**config.mk**
```make
export PLATFORM = sky130hd
export DESIGN_NAME = gray_port_arbiter_flat
export DESIGN_NICKNAME = d
export VERILOG_FILES = /design/src/rtl/gray_port_arbiter_if.sv /design/src/rtl/gray_port_arbiter.sv /design/src/flat_wrapper.sv
export SDC_FILE = /design/constraint.sdc
export NUM_CORES = 1
export LEC_CHECK = 0
export CAP_MARGIN = 20
export CORE_MARGIN = 1
export CORE_UTILIZATION = 38
export CTS_BUF_LIST = sky130_fd_sc_hd__clkbuf_4
export CTS_CLUSTER_DIAMETER = 50
export DETAILED_ROUTE_END_ITERATION = 10
export GPL_ROUTABILITY_DRIVEN = 0
export PLACE_DENSITY = 0.95
export SYNTH_ARGS = -nofsm -noshare
export SYNTH_HDL_FRONTEND = slang
export SYNTH_SLANG_ARGS = --single-unit
```
**constraint.sdc**
```tcl
create_clock -name clk -period 3.8 [get_ports clk]
set_input_delay 0.76 -clock clk [delete_from_list [all_inputs] [get_ports clk]]
set_output_delay 0.76 -clock clk [all_outputs]
set_load 0.005 [all_outputs]
```
**src/rtl/gray_port_arbiter_if.sv**
```systemverilog
// Bus bundle between the gray image memory read port, the two LBP engines
// and the port arbiter. The arbiter uses the slave view; the engine/memory
// side (or a bench) uses the master view.
interface gray_port_arbiter_if;
  // memory side
  logic        gray_ready;
  logic [13:0] gray_addr;
  logic        gray_req;
  logic [7:0]  gray_data;
  logic        img_ready;

  // engine side
  logic        req0;
  logic        req1;
  logic [13:0] addr0;
  logic [13:0] addr1;
  logic        gnt0;
  logic        gnt1;
  logic [7:0]  rdata;
  logic        done0;
  logic        done1;
  logic        finish;

  modport slave (
    input  gray_ready, gray_data,
    input  req0, req1, addr0, addr1, done0, done1,
    output gray_addr, gray_req, img_ready,
    output gnt0, gnt1, rdata, finish
  );

  modport master (
    output gray_ready, gray_data,
    output req0, req1, addr0, addr1, done0, done1,
    input  gray_addr, gray_req, img_ready,
    input  gnt0, gnt1, rdata, finish
  );
endinterface

```
**src/rtl/gray_port_arbiter.sv**
```systemverilog
// Round-robin arbiter sharing the gray image memory read port between two
// window-fetch engines. Grants are gated on the memory reporting a loaded
// image, bursts are capped at MAX_BURST beats while the other engine waits,
// and the engines' done pulses are merged into a sticky frame finish.
//
// state    | meaning
// ---------+--------------------------------------------------------------
// WAIT_RDY | image not loaded yet, no grants
// IDLE     | port free, arbitrating among effective requests
// GNT0     | engine 0 owns the port, a beat happens whenever req0 is high
// GNT1     | engine 1 owns the port, a beat happens whenever req1 is high
// DONE     | both engines reported done, finish held until reset
module gray_port_arbiter #(
  parameter int MAX_BURST = 9  // legal range 1..15
) (
  input logic               clk,
  input logic               reset,
  gray_port_arbiter_if.slave bus
);

  typedef enum logic [2:0] {
    WAIT_RDY,
    IDLE,
    GNT0,
    GNT1,
    DONE
  } state_t;

  localparam logic [3:0] BCNT_LAST = 4'(MAX_BURST - 1);

  state_t      state;
  logic        gnt0_q;
  logic        gnt1_q;
  logic        img_ready_q;
  logic        finish_q;
  logic        last;
  logic        dflag0;
  logic        dflag1;
  logic [3:0]  bcnt;

  logic        eff0;
  logic        eff1;
  logic        both_done;
  logic        burst_end;
  logic        beat0;
  logic        beat1;

  // A done pulse in the current cycle already disqualifies its requester,
  // so the owner releases the port on the same edge the flag is set.
  always_comb begin
    eff0      = bus.req0 & ~dflag0 & ~bus.done0;
    eff1      = bus.req1 & ~dflag1 & ~bus.done1;
    both_done = (dflag0 | bus.done0) & (dflag1 | bus.done1);
    burst_end = (bcnt == BCNT_LAST);
    beat0     = gnt0_q & bus.req0;
    beat1     = gnt1_q & bus.req1;
  end

  // Memory read port is driven only on a beat; read data is combinational
  // and simply broadcast to both engines.
  always_comb begin
    bus.gray_req  = beat0 | beat1;
    bus.gray_addr = 14'd0;
    if (beat0) begin
      bus.gray_addr = bus.addr0;
    end else if (beat1) begin
      bus.gray_addr = bus.addr1;
    end
    bus.rdata     = bus.gray_data;
    bus.gnt0      = gnt0_q;
    bus.gnt1      = gnt1_q;
    bus.img_ready = img_ready_q;
    bus.finish    = finish_q;
  end

  // Arbitration FSM with registered grants, ready and finish flags.
  always_ff @(posedge clk) begin
    if (!reset) begin
      state       <= WAIT_RDY;
      gnt0_q      <= 1'b0;
      gnt1_q      <= 1'b0;
      img_ready_q <= 1'b0;
      finish_q    <= 1'b0;
      last        <= 1'b1;
      dflag0      <= 1'b0;
      dflag1      <= 1'b0;
      bcnt        <= 4'd0;
    end else begin
      dflag0 <= dflag0 | bus.done0;
      dflag1 <= dflag1 | bus.done1;

      case (state)
        WAIT_RDY: begin
          gnt0_q <= 1'b0;
          gnt1_q <= 1'b0;
          if (bus.gray_ready) begin
            state       <= IDLE;
            img_ready_q <= 1'b1;
          end
        end

        IDLE: begin
          bcnt <= 4'd0;
          if (both_done) begin
            state    <= DONE;
            finish_q <= 1'b1;
          end else if (eff0 && (!eff1 || last)) begin
            // last==1 means engine 1 was served most recently: engine 0 wins ties
            state  <= GNT0;
            gnt0_q <= 1'b1;
          end else if (eff1) begin
            state  <= GNT1;
            gnt1_q <= 1'b1;
          end
        end

        GNT0: begin
          if (both_done) begin
            state    <= DONE;
            gnt0_q   <= 1'b0;
            finish_q <= 1'b1;
            last     <= 1'b0;
          end else if (!eff0 || (burst_end && eff1)) begin
            last   <= 1'b0;
            gnt0_q <= 1'b0;
            bcnt   <= 4'd0;
            if (eff1) begin
              state  <= GNT1;
              gnt1_q <= 1'b1;
            end else begin
              state <= IDLE;
            end
          end else if (!burst_end) begin
            // saturate so an uncontested burst can run indefinitely
            bcnt <= bcnt + 4'd1;
          end
        end

        GNT1: begin
          if (both_done) begin
            state    <= DONE;
            gnt1_q   <= 1'b0;
            finish_q <= 1'b1;
            last     <= 1'b1;
          end else if (!eff1 || (burst_end && eff0)) begin
            last   <= 1'b1;
            gnt1_q <= 1'b0;
            bcnt   <= 4'd0;
            if (eff0) begin
              state  <= GNT0;
              gnt0_q <= 1'b1;
            end else begin
              state <= IDLE;
            end
          end else if (!burst_end) begin
            bcnt <= bcnt + 4'd1;
          end
        end

        DONE: begin
          gnt0_q   <= 1'b0;
          gnt1_q   <= 1'b0;
          finish_q <= 1'b1;
        end

        default: begin
          state  <= WAIT_RDY;
          gnt0_q <= 1'b0;
          gnt1_q <= 1'b0;
        end
      endcase
    end
  end

endmodule
```
**src/flat_wrapper.sv**
```systemverilog
// flat-port wrapper written by rule: the top's interface ports become plain ports
module gray_port_arbiter_flat 
#(
  parameter int MAX_BURST = 9                      
)
  (clk, reset, bus_gray_ready, bus_gray_data, bus_req0, bus_req1, bus_addr0, bus_addr1, bus_done0, bus_done1, bus_gray_addr, bus_gray_req, bus_img_ready, bus_gnt0, bus_gnt1, bus_rdata, bus_finish);
  gray_port_arbiter_if bus_i ();
  input logic clk;
  input logic reset;
  input wire logic [$bits(bus_i.gray_ready)-1:0] bus_gray_ready;
  input wire logic [$bits(bus_i.gray_data)-1:0] bus_gray_data;
  input wire logic [$bits(bus_i.req0)-1:0] bus_req0;
  input wire logic [$bits(bus_i.req1)-1:0] bus_req1;
  input wire logic [$bits(bus_i.addr0)-1:0] bus_addr0;
  input wire logic [$bits(bus_i.addr1)-1:0] bus_addr1;
  input wire logic [$bits(bus_i.done0)-1:0] bus_done0;
  input wire logic [$bits(bus_i.done1)-1:0] bus_done1;
  output wire logic [$bits(bus_i.gray_addr)-1:0] bus_gray_addr;
  output wire logic [$bits(bus_i.gray_req)-1:0] bus_gray_req;
  output wire logic [$bits(bus_i.img_ready)-1:0] bus_img_ready;
  output wire logic [$bits(bus_i.gnt0)-1:0] bus_gnt0;
  output wire logic [$bits(bus_i.gnt1)-1:0] bus_gnt1;
  output wire logic [$bits(bus_i.rdata)-1:0] bus_rdata;
  output wire logic [$bits(bus_i.finish)-1:0] bus_finish;
  assign bus_i.gray_ready = bus_gray_ready;
  assign bus_i.gray_data = bus_gray_data;
  assign bus_i.req0 = bus_req0;
  assign bus_i.req1 = bus_req1;
  assign bus_i.addr0 = bus_addr0;
  assign bus_i.addr1 = bus_addr1;
  assign bus_i.done0 = bus_done0;
  assign bus_i.done1 = bus_done1;
  assign bus_gray_addr = bus_i.gray_addr;
  assign bus_gray_req = bus_i.gray_req;
  assign bus_img_ready = bus_i.img_ready;
  assign bus_gnt0 = bus_i.gnt0;
  assign bus_gnt1 = bus_i.gnt1;
  assign bus_rdata = bus_i.rdata;
  assign bus_finish = bus_i.finish;
  gray_port_arbiter #(.MAX_BURST(MAX_BURST)) u_core (.clk(clk), .reset(reset), .bus(bus_i));
endmodule
```
* Word-level counts from Yosys, hierarchy flattened *
Index checks and enable logic that the tools add are counted.

cells by class
  bitwise operators = 15
  mux-type cells = 40
  reductions and logical operators = 20
  $add $sub $neg = 1
  eq/ne operators = 18

operator list
  kind                                                   number
  two-way mux 14 bit                                     2
  two-way mux 3 bit                                      8
  two-way mux 4 bit                                      5
  two-way mux 1 bit                                      17
  case mux 3 bit (5 select lines)                        1
  case mux 4 bit (3 select lines)                        1
  inequality test 2 x 1 -> 1 bit, second input constant  5
  inequality test 2 bit, second input constant           5
  AND reduction 5 bit                                    2
  AND 1 bit                                              7
  equality test 3 x 2 -> 1 bit, second input constant    2
  inequality test 3 x 1 -> 1 bit, second input constant  2
  case mux 1 bit (3 select lines)                        2
  AND reduction 3 bit                                    2
  AND reduction 6 bit                                    1
  NOT 1 bit                                              5
  adder 4 x 1 -> 4 bit, second input constant            1
  equality test 4 bit, second input constant             1
  two-way mux 2 bit                                      2
  inequality test 4 x 1 -> 1 bit, second input constant  1
  case mux 1 bit (2 select lines)                        2
  AND reduction 2 bit                                    2
  nonzero test 2 bit                                     2
  equality test 3 x 1 -> 1 bit, second input constant    1
  other kinds (8)                                        15

word-level totals
  register bits after elaboration = 14
  input port bits = 43
  logic and storage cells = 103
  output and inout bits = 27

* Longest topological paths before layout *
Gate-level depths: netlist of the first run.

  depth after elaboration = 9
  depth in mapped cells = 8
  mapped depth without buffers = 7

* Least setup slack after synthesis of the first run *
Ideal clock, no wire load.

  kind = input port to output port
  start = input bus_req0
  end = output bus_gray_addr[0]
  path buffers = 2
  cell stages on the path = 5
  arrival time = 1744 ps
  setup slack = 1296 ps
  data required time = 3040 ps
  cell sequence = and2_1 > clkbuf_1 > nor2_1 > clkbuf_1 > a22o_1

on the way
  longest elaborated chain between the ends = 2

RTL lines
  element             line                     text
  start, declared     flat_wrapper.sv:12       input wire logic [$bits(bus_i.req0)-1:0] bus_req0;
  AND 1 bit           gray_port_arbiter.sv:55  beat0 = gnt0_q & bus.req0;
  two-way mux 14 bit  gray_port_arbiter.sv:64  if (beat0) begin
  end, declared       flat_wrapper.sv:18       output wire logic [$bits(bus_i.gray_addr)-1:0] bus_gray_addr;

No other way between the ends.

* Final worst setup path of the first run *
  start = input bus_req1
  end = output bus_gray_addr[8]

on the way
  longest elaborated chain between the ends = 3

RTL lines
  element             line                     text
  start, declared     flat_wrapper.sv:13       input wire logic [$bits(bus_i.req1)-1:0] bus_req1;
  AND 1 bit           gray_port_arbiter.sv:56  beat1 = gnt1_q & bus.req1;
  two-way mux 14 bit  gray_port_arbiter.sv:66  end else if (beat1) begin
  two-way mux 14 bit  gray_port_arbiter.sv:64

No other way between the ends.

==> results_dict.tcl, run 1 <==
set metrics [dict create \
    final.setup.tns_ns 0 \
    tritoncts "done" \
    syn_to_final_growth_pct 54.22 \
    drv_cap 0 \
    peakVddDrop_uv 212.6 \
    via_count 1120 \
    first_pass_grt_wire_length_um 4409 \
    synthesis.area_per_instance_um2 8.086 \
    drt_iter0_markers 41 \
    number_of_warnings_printed_during_yosys_synthesis 0 \
    layout_commonest_cell "clkdlybuf4s50_1" \
    max_slew.worst_pin.slew_ns 0.6214 \
    route.layer.met1.wl_um 1082 \
    cts_max_level 1 \
    layout.nets 213 \
    mappedNetlistArea_um2 978.4 \
    layout-drive-gt1-share_pct 6.587 \
    sw_frac_of_total_pct 30.43 \
    min_period_ns 3.158 \
    timing.max_slew.rel_slack_pct 58.25 \
    routed-wl-met3_um 386 \
    total_leakage_power_nw 0.5677 \
    antenna_violations_before_repair 0 \
    timing.hold.worst.class "reg -> reg" \
    critPathMaxFanout 14 \
    cellInternalPower_w 0.0002784 \
    port-buffer-count 53 \
    combinationalPowerShare_pct 34.1 \
    p_switching_w 0.0001218 \
    timing.critical_path.max_delay_family "buffers and inverters" \
    topRoutingLayerUsed "met4" \
    mappedNetlistNets 166 \
    clock-root-buffer "clkbuf_4" \
    synth-main-ff-cell "dfxtp_1" \
    grt_overflow 0 \
    maxSlewViolCount 0 \
    place_ws_ns 0.6573 \
    clkLatencyLatePin_ns 0.27 \
    route.antenna.remaining_nets 0 \
    grt_pass1_vias 1033 \
    status "finished clean" \
    globalRouteTotalUtil_pct 21.66 \
    critical_path.max_stage_delay_ns 0.53 \
    wl_um 3047 \
    hold_buffers 0 \
    postLayoutCoreUtil_pct 61.47 \
    required_ns 3.04 \
    number_of_buffers_created_by_cts 3 \
    row_count 18 \
    detail_route.drc_violations 0 \
    design.core.area_um2 2455 \
    dpl-instance-area_um2 1483 \
    synth_edf_count 0 \
    timing_hold_violations_final 0 \
    cts_setup_buffers 0 \
    die_area_um2 2782 \
    power-per-cell-area_nw_per_um2 265.2 \
    post_synth_inst_count 121 \
    met2_length_um 1558 \
    detailed_place_hpwl_um 2378 \
    initial_util_pct 39.86 \
    cts_resized 0 \
    timing.final.ws_setup_ns 0.6418 \
    crit_path_cell_trace "clkdlybuf4s50_1, nand2_1, nor2_1, buf_4, a22o_1, clkdlybuf4s50_1" \
    yosysUniqueCellTypes 38 \
    power.share.sequential_pct 44.6 \
    crit_slowest_cell "clkdlybuf4s50_1" \
    clk_transition_reported_paths_ns 0.08 \
    postSynthRegisterBits 14 \
    rsz_0062_raised_after_global_routing "false" \
    critPathCaptureType "output port" \
    clk_path_buf_depth 2 \
    die_height_um 52.74 \
    crit_type "in -> out" \
    design.portCount 70 \
    timing.final.setup_violations 0 \
    grt_max_degree 16 \
    post_drt_via_cell_ratio 5.685 \
    drt_pre_antenna_iters 4 \
    layout.cells.most_common_list "clkdlybuf4s50_1 (53), a22o_1 (14), dfxtp_1 (14), nor2_1 (12), nor3_1 (7)" \
    path_common_cell "clkdlybuf4s50_1" \
    post_drt_wl_per_cell_um 15.47 \
    postLayoutCellArea_um2 1509 \
    share_clk_of_total_power_pct 21.3 \
    clock_net_sink_count 14 \
    num-fill-cells 202 \
    die_width_um 52.74 \
    min_period_over_period_pct 83.11 \
    timing.fmax_mhz 316.6 \
    hold_ws_ns 0.4766 \
    critPathBufInv 3 \
    startpoint_class_of_the_critical_path "input port" \
    yosysSeqAreaShare_pct 28.64 \
    worst_skew_ns 0.001163 \
    diodes 0 \
    arrival_ns 2.40 \
    async_flop_share_pct 0 \
]
==> logic make-up (layout without fill, tap and decap cells) <==
logic type      after synthesis  count (layout)  share of synthesized area [%]
fa+ha+maj                     2               2                          2.557
simple gates                 49              49                          28.39
buf+inv                      18              64                          10.36
flops                        14              14                          28.64
mux                           1               1                          1.023
compound gates               37              37                          29.03
==> sequential cells by signal, summed over array words and instances (netlist names) <==
name	cells
u_core.bcnt	4
u_core.bus.finish	1
u_core.bus.gnt0	1
u_core.bus.gnt1	1
u_core.bus.img_ready	1
u_core.dflag0	1
u_core.dflag1	1
u_core.last	1
u_core.state	3
==> stage by stage <==
step | power (W) | instances
finish | 0.0004001 | 197
global route | 0.0004193 | 197
CTS | 0.0004037 | 197
detailed placement | 0.0003154 | 193
global placement | 0.0003105 | 193
floorplan | 0.0002517 | 121
==> worst paths after layout <==
check / from / to / slack (ns) / cells after the start
min: u_core.bus.img_ready / u_core.bus.img_ready / 0.48 / 1
min reg2reg: u_core.bus.img_ready / u_core.bus.img_ready / 0.48 / 1
max: bus_req1 / bus_gray_addr[8] / 0.64 / 6
max reg2reg: u_core.dflag0 / u_core.bus.gnt1 / 1.67 / 6
==> cell usage after synthesis (3+ instances only) <==
library cell  number  area share (%)
buf_4              8             6.1
nand3_1            4             2.0
nand3b_1           3             2.3
o21ai_0            6             3.1
inv_1              4             1.5
clkbuf_1           3             1.2
and2_1             3             1.9
nor2_1            12             4.6
dfxtp_1           14              29
a22o_1            14              13
nand2_1            5             1.9
a21oi_1            3             1.5
nor3_1             7             3.6
nand2b_1           3             1.9
==> routing by layer <==
layer  global-route usage, %  vias to the layer above
li1                        -                      540
met1                   20.94                      509
met2                   40.08                       67
met3                   6.667                        4
met4                   11.84                        0
met5                       0                        -
==> worst reg2reg max path: stages (launching register included) <==
cell	delay, ns
dfxtp_1	0.37
nor3b_1	0.37
mux2i_1	0.20
nor3_1	0.52
buf_4	0.26
nor3_1	0.07
o2111a_1	0.24
==> power by group through the flow <==
stage               sequential [W]  clock [W]  combinational (W)
floorplan                 0.000170          0          0.0000816
global placement          0.000180          0           0.000131
detailed placement        0.000181          0           0.000134
CTS                       0.000178  0.0000904           0.000136
global route              0.000180  0.0000918           0.000147
finish                    0.000178  0.0000853           0.000136
==> final cells by class <==
cell class	instances	area (um^2)	area share, %
Timing Repair Buffer	56	553.0	36.65
Inverter	4	15.01	0.9950
Clock buffer	3	22.52	1.493
Tap cell	30	37.54	2.488
Sequential cell	14	280.3	18.57
Multi-Input combinational cell	89	596.8	39.55
Clock inverter	1	3.754	0.2488
No activity file was read; power rests on OpenSTA's default activity.
==> run 2, diff against run 1 <==
CORE_UTILIZATION = 32   (was 38)
PLACE_DENSITY = 0.86   (was 0.95)
clock period = 2.8 ns   (was 3.8 ns; I/O delays follow)
==> run 2 against run 1 <==
  * Highest routed layer unchanged
  * The flow now finishes with violations (DRC)
  * Non-clock buffer count unchanged
  * Hold slack worse by 0.0050 ns
  * Flip-flop and latch count unchanged
  * Sequential power up 35%
  * Clock power up 41%
  * Total power up 36%
  * Worst setup slack worse by 0.54 ns
==> results_dict.tcl, run 2 (synthesis gave the netlist of run 1 again) <==
set metrics [dict create \
    startpoint_class_of_the_critical_path "input port" \
    critPathCaptureType "output port" \
    largest_reg_flops 4 \
    timing.fmax_mhz 370.6 \
    hold_buffers 0 \
    failed_checks "DRC" \
    via_count 1114 \
    die_width_um 57.30 \
    total_leakage_power_nw 0.5677 \
    timing.final.setup_violations 0 \
    globalRouteTotalUtil_pct 16.99 \
    critPathMaxFanout 14 \
    post_drt_wl_per_cell_um 14.43 \
    post_drt_via_cell_ratio 5.626 \
    arrival_ns 2.14 \
    row_count 19 \
    clk_path_buf_depth 2 \
    worst_skew_ns 0.004761 \
    design.portCount 70 \
    min_period_over_period_pct 96.37 \
    drt_pre_antenna_iters 8 \
    wl_um 2857 \
    topRoutingLayerUsed "met4" \
    layout.nets 213 \
    cts_resized 0 \
    crit_type "in -> out" \
    final.setup.tns_ns 0 \
    rsz_0062_raised_after_global_routing "false" \
    regs_by_ff_count "u_core.bcnt (4), u_core.state (3)" \
    timing_hold_violations_final 0 \
    place_ws_ns 0.1102 \
    grt_max_degree 16 \
    maxSlewViolCount 0 \
    antenna_violations_before_repair 0 \
    number_of_buffers_created_by_cts 3 \
    layout_commonest_cell "clkdlybuf4s50_1" \
    top_register "u_core.bcnt" \
    initial_util_pct 34.59 \
    detailed_place_hpwl_um 2241 \
    port-buffer-count 53 \
    status "complete, but fails checks" \
    detail_route.drc_violations 7 \
    syn_to_final_growth_pct 54.35 \
    cts_setup_buffers 0 \
    route.layer.met1.wl_um 1164 \
    route.antenna.remaining_nets 0 \
    grt_overflow 0 \
    drv_cap 0 \
    timing.max_slew.rel_slack_pct 75.13 \
    grt_pass1_vias 1030 \
    ff2ff_setup_slack_ns 0.98 \
    clock-root-buffer "clkbuf_4" \
    routed-wl-met3_um 228 \
    first_pass_grt_wire_length_um 4353 \
    layout.cells.most_common_list "clkdlybuf4s50_1 (53), a22o_1 (14), dfxtp_1 (14), nor2_1 (12), nor3_1 (7)" \
    cts_max_level 1 \
    clkLatencyLatePin_ns 0.29 \
    die_height_um 57.30 \
    tritoncts "done" \
    drt_iter0_markers 53 \
    timing.final.ws_setup_ns 0.1015 \
    die_area_um2 3283 \
    clk_transition_reported_paths_ns 0.08 \
    design.core.area_um2 2829 \
    clock_net_sink_count 14 \
    required_ns 2.24 \
    power-per-cell-area_nw_per_um2 361.5 \
    diodes 0 \
    peakVddDrop_uv 287.3 \
    timing.hold.worst.class "reg -> reg" \
    max_slew.worst_pin.slew_ns 0.3696 \
    layout-drive-gt1-share_pct 6.587 \
    met2_length_um 1436 \
    min_period_ns 2.698 \
]
[run 2: cell counts in the layout (fill, tap and decap cells not counted)]
No cell type changed its count.
[run 2: metrics by stage]
| stage | hold WS, ns | cell area, um^2 | std cells | utilization (%) | total power, W |
|---|---|---|---|---|---|
| detailed placement | 0.4584 | 1484 | 194 | 52.45 | 0.0004261 |
| global placement | 0.4538 | 1484 | 194 | 52.45 | 0.0004216 |
| global route | 0.4937 | 1510 | 198 | 53.38 | 0.0005737 |
| CTS | 0.4784 | 1510 | 198 | 53.38 | 0.0005468 |
| floorplan | 0.4590 | 978.4 | 121 | - | 0.0003416 |
| finish | 0.4716 | 1510 | 198 | 53.38 | 0.0005459 |
[run 2: final timing paths]
kind / start / to / cells past startpoint
setup / recovery: bus_req0 / bus_gray_addr[1] / 6
hold / removal: u_core.bus.img_ready / u_core.bus.img_ready / 1
setup reg to reg: u_core.dflag0 / u_core.state[0] / 5
hold reg to reg: u_core.bus.img_ready / u_core.bus.img_ready / 1
[run 2: worst max-delay path, stage by stage]
cell             delay, ns
clkdlybuf4s50_1       0.43
and2_1                0.18
nor2_1                0.10
buf_4                 0.20
a22o_1                0.14
clkdlybuf4s50_1       0.52
[run 2: final cells by class]
| type | instances | area (um^2) |
|---|---|---|
| well taps | 31 | 38.79 |
| fillers | 265 | 1319 |
| inverters | 4 | 15.01 |
| repair buffers | 56 | 553.0 |
| multi-input cells | 89 | 596.8 |
| flip-flops and latches | 14 | 280.3 |
| clock buffers | 3 | 22.52 |
| clock inverters | 1 | 3.754 |
[run 2: per-layer routing]
| layer | up-vias | global-route usage [%] |
|---|---|---|
| li1 | 543 | - |
| met1 | 514 | 18.60 |
| met2 | 50 | 29.92 |
| met3 | 7 | 6.349 |
| met4 | 0 | 6.272 |
| met5 | - | 0 |
[run 2: report_power, final]
group | total (W) | switching, W | internal (W)
clock network | 0.000120 | 0.0000682 | 0.0000518
logic | 0.000185 | 0.0000751 | 0.000109
registers | 0.000241 | 0.0000247 | 0.000217
